**src/rtl/univ_shift_reg.sv**
```systemverilog
// rtl/univ_shift_reg.sv - parametrised universal register: hold/load/shift/rotate/asr/clear
// Single-cycle update on rising i_clk when i_en=1; o_zero and o_parity follow o_q combinationally.
module univ_shift_reg #(
  parameter int                 WIDTH     = 8,
  parameter logic [WIDTH-1:0]   RESET_VAL = '0
) (
  input  logic             i_clk,
  input  logic             i_async_reset,
  input  logic             i_en,
  input  logic [2:0]       i_mode,
  input  logic [WIDTH-1:0] i_d,
  input  logic             i_sin_l,
  input  logic             i_sin_r,
  output logic [WIDTH-1:0] o_q,
  output logic             o_shout,
  output logic             o_zero,
  output logic             o_parity
);

  typedef enum logic [2:0] {
    MODE_HOLD  = 3'b000,
    MODE_LOAD  = 3'b001,
    MODE_SHL   = 3'b010,
    MODE_SHR   = 3'b011,
    MODE_ROTL  = 3'b100,
    MODE_ROTR  = 3'b101,
    MODE_ASR   = 3'b110,
    MODE_CLEAR = 3'b111
  } mode_e;

  logic [WIDTH-1:0] r_q;
  logic             r_shout;
  logic [WIDTH-1:0] w_next_q;
  logic             w_next_shout;
  mode_e            w_mode;

  assign w_mode = mode_e'(i_mode);

  generate
    if (WIDTH == 1) begin : g_single
      // A one-bit register has nothing to rotate, so ROTL/ROTR/ASR keep q.
      always_comb begin
        w_next_q     = r_q;
        w_next_shout = r_shout;
        case (w_mode)
          MODE_HOLD: begin
          end
          MODE_LOAD: begin
            w_next_q     = i_d;
            w_next_shout = 1'b0;
          end
          MODE_SHL: begin
            w_next_q     = i_sin_l;
            w_next_shout = r_q[0];
          end
          MODE_SHR: begin
            w_next_q     = i_sin_r;
            w_next_shout = r_q[0];
          end
          MODE_ROTL, MODE_ROTR: begin
          end
          MODE_ASR: begin
            w_next_shout = r_q[0];
          end
          MODE_CLEAR: begin
            w_next_q     = RESET_VAL;
            w_next_shout = 1'b0;
          end
        endcase
      end
    end else begin : g_multi
      always_comb begin
        w_next_q     = r_q;
        w_next_shout = r_shout;
        case (w_mode)
          MODE_HOLD: begin
          end
          MODE_LOAD: begin
            w_next_q     = i_d;
            w_next_shout = 1'b0;
          end
          MODE_SHL: begin
            w_next_q     = {r_q[WIDTH-2:0], i_sin_l};
            w_next_shout = r_q[WIDTH-1];
          end
          MODE_SHR: begin
            w_next_q     = {i_sin_r, r_q[WIDTH-1:1]};
            w_next_shout = r_q[0];
          end
          MODE_ROTL: begin
            w_next_q     = {r_q[WIDTH-2:0], r_q[WIDTH-1]};
          end
          MODE_ROTR: begin
            w_next_q     = {r_q[0], r_q[WIDTH-1:1]};
          end
          MODE_ASR: begin
            w_next_q     = {r_q[WIDTH-1], r_q[WIDTH-1:1]};
            w_next_shout = r_q[0];
          end
          MODE_CLEAR: begin
            w_next_q     = RESET_VAL;
            w_next_shout = 1'b0;
          end
        endcase
      end
    end
  endgenerate

  always_ff @(posedge i_clk or posedge i_async_reset) begin
    if (i_async_reset) begin
      r_q     <= RESET_VAL;
      r_shout <= 1'b0;
    end else if (i_en) begin
      r_q     <= w_next_q;
      r_shout <= w_next_shout;
    end
  end

  assign o_q      = r_q;
  assign o_shout  = r_shout;
  assign o_zero   = (r_q == '0);
  assign o_parity = ^r_q;

endmodule
```
**config.mk**
```make
export PLATFORM = sky130hd
export DESIGN_NAME = univ_shift_reg
export DESIGN_NICKNAME = d
export VERILOG_FILES = /design/src/rtl/univ_shift_reg.sv
export SDC_FILE = /design/constraint.sdc
export NUM_CORES = 1
export LEC_CHECK = 0
export BUFFER_PORTS_ARGS = -buffer_cell sky130_fd_sc_hd__buf_2
export CAP_MARGIN = 25
export CORE_MARGIN = 2
export CORE_UTILIZATION = 48
export CTS_CLUSTER_DIAMETER = 60
export DETAILED_ROUTE_END_ITERATION = 12
export GPL_TIMING_DRIVEN = 1
export PLACE_DENSITY_LB_ADDON = 0.12
export SKIP_CTS_REPAIR_TIMING = 1
export SKIP_LAST_GASP = 1
export SYNTH_ARGS = -nofsm -noshare
export SYNTH_HDL_FRONTEND = slang
export SYNTH_SLANG_ARGS = --single-unit
```
**constraint.sdc**
```tcl
create_clock -name i_clk -period 1.48 [get_ports i_clk]
set_input_delay 0.148 -clock i_clk [delete_from_list [all_inputs] [get_ports i_clk]]
set_output_delay 0.148 -clock i_clk [all_outputs]
set_load 0.02 [all_outputs]
```
### Word level (Yosys, flattened, before mapping)

Index checks and enable logic that the tools add are counted.

* register bits after elaboration: 9
* bits in latches: 0
* memory bits (writable): 0
* memory bits (read-only): 0
* input port bits: 16
* output and inout bits: 11
* logic and storage cells: 23
* memories: 0

* add/sub/neg operators: 0
* multiply operators: 0
* div/mod/pow operators: 0
* magnitude comparators: 0
* equality and inequality tests: 7
* shift-type cells: 0
* mux-type cells: 2
* bitwise operators: 1
* reductions and logical operators: 10

Operators with widths (count)
* $pmux W8 S7: 1
* $eq A3 B3 Y1 const B: 4
* $logic_not A8 Y1: 1
* $reduce_xor A8 Y1: 1
* $reduce_bool A7 Y1: 1
* $eq A3 B2 Y1 const B: 2
* $reduce_bool A6 Y1: 1
* $reduce_and A2 Y1: 2
* $reduce_or A2 Y1: 2
* $eq A3 B1 Y1 const B: 1
* $pmux W1 S3: 1
* $reduce_and A3 Y1: 1
* $reduce_bool A3 Y1: 1
* $not A1 Y1: 1

### Depth between registers and ports, before layout

Gate-level depths: netlist of the first run.

* word-level depth: 4
* mapped depth: 6
* depth with buffers taken out: 4

### Worst setup path before layout of the first run

No wires, ideal clock.

* path kind: register to output
* start point: register r_q[0], in the netlist o_q[0]
* end point: output port o_parity
* arrival: 1.437 ns
* data required time: 1.332 ns
* slack: -0.105 ns
* cell stages (with the launch flop): 5
* path buffers: 0
* cell sequence: dfrtp_1 inv_1 ha_1 xor2_1 xnor2_1

* word-level cells in the longest chain between the ends: 1

RTL lines
* from (decl): RTL line 31 `logic [WIDTH-1:0] r_q;`
* from (signal assigned): RTL line 114 `r_q <= w_next_q;`
* $reduce_xor A8 Y1: RTL line 122 `assign o_parity = ^r_q;`
* to (decl): RTL line 17 `output logic o_parity`

Every way passes these cells.

### Final worst setup path of the first run

* start point: register r_q[1], in the netlist o_q[1]
* end point: output port o_parity

Same word-level chain as after synthesis.

==> results of run 1 <==
-- layer usage --
layer / vias up / share of wire (%) / track usage (%)
li1: 408 / - / -
met1: 384 / 46 / 31.6
met2: 25 / 47 / 35.4
met3: 7 / 3.6 / 2.45
met4: 0 / 2.6 / 15.8
met5: - / 0 / 0
-- synth_stat cells (2+ instances only) --
master / n
a21oi_1: 2
buf_4: 2
buf_6: 2
nand2b_1: 2
a221oi_1: 5
nor2_1: 11
mux2i_1: 3
o21ai_1: 2
ha_1: 4
o21ai_0: 5
nand2_1: 10
o31ai_1: 3
inv_1: 11
xnor2_1: 5
dfrtp_1: 9
-- cell families after synthesis --
| kind of cell | count (synthesis) |
|---|---|
| mux | 3 |
| fa+ha+maj | 4 |
| xor+xnor | 6 |
| flops | 9 |
| buf+inv | 16 |
| compound gates | 27 |
| simple gates | 29 |
-- stage by stage --
stage               util, %  power (mW)  cells  setup WS [ns]  TNS (ns)
finish                 74.6        1.43    148         -0.129    -0.129
floorplan                 -       0.777     94         0.0188         0
detailed placement     65.8        1.01    142         0.0174         0
global route           74.6        1.51    148         -0.159    -0.159
global placement       65.8       0.988    142         0.0788         0
CTS                    67.6        1.21    146         -0.279    -0.279
-- how the worst max path moves through the flow --
stage | to | cells past startpoint
2_1_floorplan | o_parity | 4
3_3_place_gp | o_parity | 5
3_5_place_dp | o_parity | 5
4_1_cts | o_parity | 5
5_1_grt | o_parity | 5
6_report | o_parity | 5
-- flip-flops by register name, summed over array words and instances, names as in the netlist --
name	count
o_shout	1
o_q	8
-- power groups by stage --
stage / clock (mW) / combinational [mW] / sequential (mW)
2_1_floorplan: 0 / 0.380 / 0.398
5_1_grt: 0.217 / 0.967 / 0.324
3_3_place_gp: 0 / 0.668 / 0.320
4_1_cts: 0.206 / 0.688 / 0.319
3_5_place_dp: 0 / 0.685 / 0.323
6_report: 0.209 / 0.901 / 0.320
-- worst max-delay path: stages, from the launching register on --
cell and delay [ns]:
dfrtp_1 0.36, inv_1 0.09, ha_4 0.30, xor2_4 0.17, xnor2_2 0.12, buf_4 0.15
-- cell type report --
| cell class | count | share of cell area, % |
|---|---|---|
| Clock buffer | 4 | 2.31 |
| Tap cell | 16 | 1.76 |
| Multi-Input combinational cell | 69 | 50.8 |
| Timing Repair Buffer | 39 | 21.6 |
| Sequential cell | 9 | 19.9 |
| Inverter | 11 | 3.63 |
==> impl_metrics.ini, run 1 <==
[pwr]
p_int_uw = 849
power_leakage_nw = 0.535
power_switching_uw = 582
combPwrFrac_pct = 63.0
seq_power_share_pct = 22.3
power_per_cell_area_nw_per_um2 = 1260
vdd_drop_max_v = 0.000752
clock_power_share_pct = 14.6
switching_share_pct = 40.7

[logic_synthesis]
synthCells = 94
synthFlopType = dfrtp_1
synth_nets = 114
synth_adder_area_share_pct = 6.32
syn_avg_cell_area_um2 = 8.43
synth_xor_area_share_pct = 6.64
ys_types = 33
synthSimpleGateAreaFrac_pct = 17.7
yosys.area.top_type = dfrtp_1
synthArstFlopShare_pct = 100
synth_top_family_by_area = compound AO/OA/AOI/OAI gates
yosysSeqAreaShare_pct = 28.4
synth_top_area_share_pct = 28.4
synth_mux_area_share_pct = 3.79
synth_edf_count = 0
synth.area.top_cells = dfrtp_1, ha_1, a221oi_1
ys_warn_count = 0
ys_seq_elements = 9
synth-compound-area-share_pct = 26.5
syn-cell-area_um2 = 792

[setup_path]
r2r_slack_ns = 0.20
arrival_ns = 1.46
regToRegStartpoint = o_q[0]
crit_type = flop to output port
critPathLaunch = o_q[1]
path_max_fanout = 2
cp_data_required_time_ns = 1.33
critPathCaptureType = output port
r2r-end = o_q[1]
ff2ff_path_depth = 5
worstSetupStartpointType = flop

[cts]
h-tree-depth = 1
cts_buffer_depth = 2
cts_tree = yes
clock-root-buffer = clkbuf_4
cts_buffers = 3
path_clk_slew_ns = 0.07
clock_latency_ns = 0.27
cts_sinks = 9

[sta]
fmax_ghz = 0.622
hold_slack_ns = 0.158
drv_slew = 0
post-route-period-util_pct = 109
worst_slack_ns = -0.129
fin_crit_ns = 1.61
slew_headroom_pct = 71.8
rsz0062_at_grt = true
worstMarginPinSlew_ns = 0.421
hold_violations = 0
worst_clock_skew_ns = 0.00294
setup_violations = 1

[grt]
first_global_vias = 744
grt_pass1_wl_mm = 3.28
grt_usage_pct = 23.5
antenna_found_initial = 0
grt_max_degree = 18
grt.overflow.total = 0

[status]
violations = setup timing
status = finished with violations

[floorplan]
dieArea_um2 = 1990
io_pins = 27
die_width_um = 44.6
fp.dieH_um = 44.6
rows = 14
core_area_um2 = 1520
start_util_pct = 52.0

[placement]
place_area_um2 = 1000
dpl.hpwl_mm = 1.53
port_buffers = 26
routabilityCongestion = 0.802

[min_path]
min_path_cells = 3
min_to = o_q[5]
hold_path.class = input port to flop
hp-start = i_d[5]

[job]
max_cap_viol_count = 0

[final_layout]
layout_common_cells = buf_2, buf_4, nor2_1
nets = 153
filler_cell_count = 126
ff_latch_area_um2 = 226
final_area_um2 = 1140
drive_gt1_share_pct = 42.4
final_common_cell = buf_2
num_antenna_cells = 0
area_growth_pct = 43.6
multi_input_area_um2 = 578

[drt]
drt_pass1_iterations = 4
drt_iter0_markers = 26
wl_per_cell_um = 14.4
ant_nets = 0
vias = 824
via_per_inst = 5.57
wirelength_mm = 2.13
drc = 0
Power figures use the tool's default switching activity.
==> run 2: changes to the inputs <==
--- a/config.mk
+++ b/config.mk
@@ -14,4 +14,5 @@
 export GPL_TIMING_DRIVEN = 1
 export PLACE_DENSITY_LB_ADDON = 0.12
+export RECOVER_POWER = 100
 export SKIP_CTS_REPAIR_TIMING = 1
 export SKIP_LAST_GASP = 1
==> constraint.sdc (replaced) <==
create_clock -name i_clk -period 1.48 [get_ports i_clk]
set_input_delay 0.148 -clock i_clk [delete_from_list [all_inputs] [get_ports i_clk]]
set_output_delay 0.148 -clock i_clk [all_outputs]
set_load 0.1 [all_outputs]
==> impl_metrics.ini, run 2 (synthesized netlist as in run 1, its figures left out) <==
[status]
status = finished with violations
violations = setup timing

[setup_path]
max_stage_delay_ns = 0.48
arrival_ns = 1.59
critPathCaptureType = output port
path_buf_inv = 2
cp_top_family = flip-flops
regToRegStartpoint = o_q[3]
cp_data_required_time_ns = 1.33
path_max_fanout = 2
crit_chain = inv_2 > ha_4 > xor2_4 > xnor2_4 > buf_12
ff2ff_path_depth = 5
critPathLaunch = o_q[5]
worstSetupStartpointType = flop
crit_type = flop to output port
r2r_slack_ns = 0.06
r2r-end = o_q[2]
cp_slowest_cell = dfrtp_4

[drt]
ant_nets = 0
drc = 0
drt_pass1_iterations = 5
via_per_inst = 5.77
wl_per_cell_um = 15.2
wirelength_mm = 2.30
vias = 872
drt_iter0_markers = 24

[cts]
cts_tree = yes
cts_buffers = 3
cts_buffer_depth = 2
path_clk_slew_ns = 0.07
clock_latency_ns = 0.26
h-tree-depth = 1
cts_sinks = 9
clock-root-buffer = clkbuf_4

[grt]
antenna_found_initial = 0
grt_pass1_wl_mm = 3.46
grt_max_degree = 20
grt_usage_pct = 24.2
first_global_vias = 796
grt.overflow.total = 0

[placement]
routabilityCongestion = 0.859
dp_slack_ns = -0.0369
port_buffers = 26
dpl.hpwl_mm = 1.75
place_area_um2 = 1150
dp.cells = 144

[pwr]
clock_power_share_pct = 8.9
power_per_cell_area_nw_per_um2 = 1840
combPwrFrac_pct = 75.1
seq_power_share_pct = 16.0
power_leakage_nw = 0.531
power_switching_mw = 1.19
p_int_mw = 1.04
vdd_drop_max_v = 0.00158
switching_share_pct = 53.4

[final_layout]
area_growth_pct = 53.6
nets = 156
num_antenna_cells = 0
final_area_um2 = 1220
layout_common_cells = buf_2, nor2_1, buf_4
final_cells = 151
fin_util_pct = 79.8
drive_gt1_share_pct = 51.9
final_common_cell = buf_2
largest_register_ffs = 8

[sta]
hold_violations = 0
worst_slack_ns = -0.261
fin_tns_setup_ns = -0.284
fin_crit_ns = 1.74
post-route-period-util_pct = 118
worstMarginPinSlew_ns = 0.547
slew_headroom_pct = 63.7
drv_slew = 0
rsz0062_at_grt = true
worst_clock_skew_ns = 0.000919
setup_violations = 3
fmax_ghz = 0.574

[job]
max_cap_viol_count = 0

[min_path]
min_path_cells = 3
hold_path.class = input port to flop
hp-start = i_d[1]
min_to = o_q[1]

[floorplan]
core_area_um2 = 1520
start_util_pct = 52.0
die_width_um = 44.6
io_pins = 27
dieArea_um2 = 1990
fp.dieH_um = 44.6
rows = 14
## run 2: cell count changes in the layout (fill, tap and decap cells not counted), moves of 3 or more
cell	previous run	this run
clkbuf_2	0	8
dfrtp_4	0	8
inv_1	9	3
buf_2	25	17
clkbuf_1	1	4
dfrtp_1	8	1
inv_4	0	5
## run 2: layer usage
metal,share of wire [%],GRT usage (%)
met1,40,28.7
met2,52,43.2
met3,5.4,3.67
met4,1.7,9.09
met5,0,0
## run 2: worst register-to-register path, stage by stage (launching register included)
cell,delay [ns]
dfrtp_4,0.49
clkbuf_1,0.15
nand2_1,0.07
o21ai_0,0.08
a221oi_1,0.38
o31ai_1,0.13
## run 2: stage by stage
step / hold WS (ns) / total power, mW
3_5_place_dp: 0.146 / 1.95
4_1_cts: -0.134 / 2.14
2_1_floorplan: -0.0239 / 1.52
5_1_grt: 0.218 / 2.31
6_report: 0.184 / 2.24
3_3_place_gp: 0.138 / 1.91
## run 2: cell type report
class | count | area, um2
Multi-Input combinational cell | 69 | 592
Fill cell | 117 | 308
Timing Repair Buffer | 42 | 269
Sequential cell | 9 | 255
Inverter | 11 | 53.8
Clock buffer | 4 | 26.3
Tap cell | 16 | 20.0
## run 2: worst max-delay path by stage
stage	depth (start not counted)	slack, ns	to
global route	5	-0.29	o_parity
finish	5	-0.26	o_parity
floorplan	4	-0.40	o_parity
global placement	5	-0.01	o_parity
CTS	5	-0.32	o_parity
detailed placement	5	-0.04	o_parity
## run 2: power groups by stage
stage | Sequential (mW) | Combinational [mW] | Clock, mW
6_report | 0.359 | 1.68 | 0.199
5_1_grt | 0.363 | 1.74 | 0.204
4_1_cts | 0.353 | 1.59 | 0.197
3_5_place_dp | 0.357 | 1.59 | 0
3_3_place_gp | 0.354 | 1.55 | 0
2_1_floorplan | 0.714 | 0.801 | 0
==> run 3: changes to the inputs <==
Settings changed: BUFFER_PORTS_ARGS -buffer_cell sky130_fd_sc_hd__buf_2 to -buffer_cell sky130_fd_sc_hd__buf_4, CORE_UTILIZATION 48 to 51, CTS_BUF_LIST from default to sky130_fd_sc_hd__clkbuf_4 sky130_fd_sc_hd__clkbuf_8, CTS_CLUSTER_SIZE from default to 28.
==> impl_metrics.ini, run 3 (synthesized netlist as in run 1, its figures left out) <==
[status]
status = finished with violations
violations = setup timing

[floorplan]
dieArea_um2 = 1880
start_util_pct = 53.2
die_width_um = 43.4
core_area_um2 = 1490
fp.dieH_um = 43.4
rows = 14
io_pins = 27

[pwr]
combPwrFrac_pct = 74.8
vdd_drop_max_v = 0.00120
seq_power_share_pct = 15.4
p_int_mw = 1.10
power_switching_mw = 1.23
power_mw = 2.33
power_per_cell_area_nw_per_um2 = 1830
switching_share_pct = 52.9
clock_power_share_pct = 9.8
power_leakage_nw = 0.547

[final_layout]
final_common_cell = buf_4
drive_gt1_share_pct = 53.8
nets = 153
final_area_um2 = 1270
layout_common_cells = buf_4, clkbuf_4, nor2_1
largest_register_ffs = 8
area_growth_pct = 60.2
filler_cell_count = 84
num_antenna_cells = 0

[cts]
clock_latency_ns = 0.27
cts_sinks = 9
cts_buffer_depth = 2
cts_buffers = 3
h-tree-depth = 1
path_clk_slew_ns = 0.07
clock-root-buffer = clkbuf_4
cts_tree = yes

[grt]
grt.overflow.total = 0
grt_max_degree = 20
grt_pass1_wl_mm = 3.49
antenna_found_initial = 0
first_global_vias = 818
grt_usage_pct = 24.9

[placement]
routabilityCongestion = 0.779
dp_slack_ns = -0.109
dpl.hpwl_mm = 1.59
place_area_um2 = 1170
port_buffers = 26

[sta]
setup_violations = 2
hold_slack_ns = 0.170
fin_crit_ns = 1.76
hold_violations = 0
worst_clock_skew_ns = 0.00612
worstMarginPinSlew_ns = 0.554
slew_headroom_pct = 62.8
worst_slack_ns = -0.281
drv_slew = 0
post-route-period-util_pct = 119
fin_tns_setup_ns = -0.302
rsz0062_at_grt = true
fmax_ghz = 0.568

[setup_path]
regToRegStartpoint = o_q[7]
worstSetupStartpointType = flop
path_max_fanout = 2
cp_data_required_time_ns = 1.33
crit_type = flop to output port
r2r-end = o_q[7]
arrival_ns = 1.61
critPathCaptureType = output port
ff2ff_path_depth = 6
r2r_slack_ns = 0.07

[drt]
via_per_inst = 5.89
drc = 0
wl_per_cell_um = 16.7
ant_nets = 0
wirelength_mm = 2.47
drt_iter0_markers = 27
vias = 872
drt_pass1_iterations = 4

[min_path]
hold_path.class = input port to flop
hp-start = i_en
min_to = o_q[7]
min_path_cells = 2

[job]
max_cap_viol_count = 0
[run 3: changes by cell type in the layout (fill, tap and decap cells not counted), moves of 4 or more]
| cell | change |
|---|---|
| clkbuf_2 | -7 |
| buf_4 | +15 |
| clkbuf_1 | -4 |
| clkbuf_4 | +10 |
| buf_2 | -17 |
[run 3: final cells by class]
type | instances | area [um2] | area share (%)
flip-flops and latches | 9 | 255 | 20.1
clock buffers | 4 | 30.0 | 2.37
inverters | 11 | 53.8 | 4.24
repair buffers | 39 | 318 | 25.0
multi-input cells | 69 | 592 | 46.6
well taps | 16 | 20.0 | 1.58
[run 3: critical path, stage by stage (launching register included)]
cell and delay [ns]:
dfrtp_4 0.49, inv_4 0.07, ha_4 0.21, xnor2_4 0.21
xnor2_4 0.15, buf_12 0.20
[run 3: stage by stage]
stage               utilization, %  instances
floorplan                        -         94
CTS                           80.8        147
global route                  85.2        148
finish                        85.2        148
global placement              78.8        143
detailed placement            78.8        143
[run 3: how the worst max path moves through the flow]
stage                start  slack (ns)  endpoint
floorplan           o_q[5]       -0.40  o_parity
global placement    o_q[6]        -0.1  o_parity
detailed placement  o_q[6]       -0.11  o_parity
CTS                 o_q[7]       -0.41  o_parity
global route        o_q[5]       -0.32  o_parity
finish              o_q[6]       -0.28  o_parity
[run 3: power by group through the flow]
stage / Sequential (mW) / Combinational [mW] / Clock, mW
after floorplan: 0.714 / 0.801 / 0
after global placement: 0.351 / 1.47 / 0
after detailed placement: 0.354 / 1.49 / 0
after CTS: 0.351 / 1.50 / 0.224
after global routing: 0.364 / 1.81 / 0.231
final: 0.359 / 1.74 / 0.227
[run 3: routing by layer]
| layer | global-route usage [%] | vias up | wire length, um |
|---|---|---|---|
| met5 | 0 | - | 0 |
| met4 | 6.67 | 0 | 63 |
| met3 | 4.17 | 8 | 117 |
| met2 | 44.2 | 38 | 1330 |
| met1 | 31.2 | 415 | 961 |
| li1 | - | 411 | - |
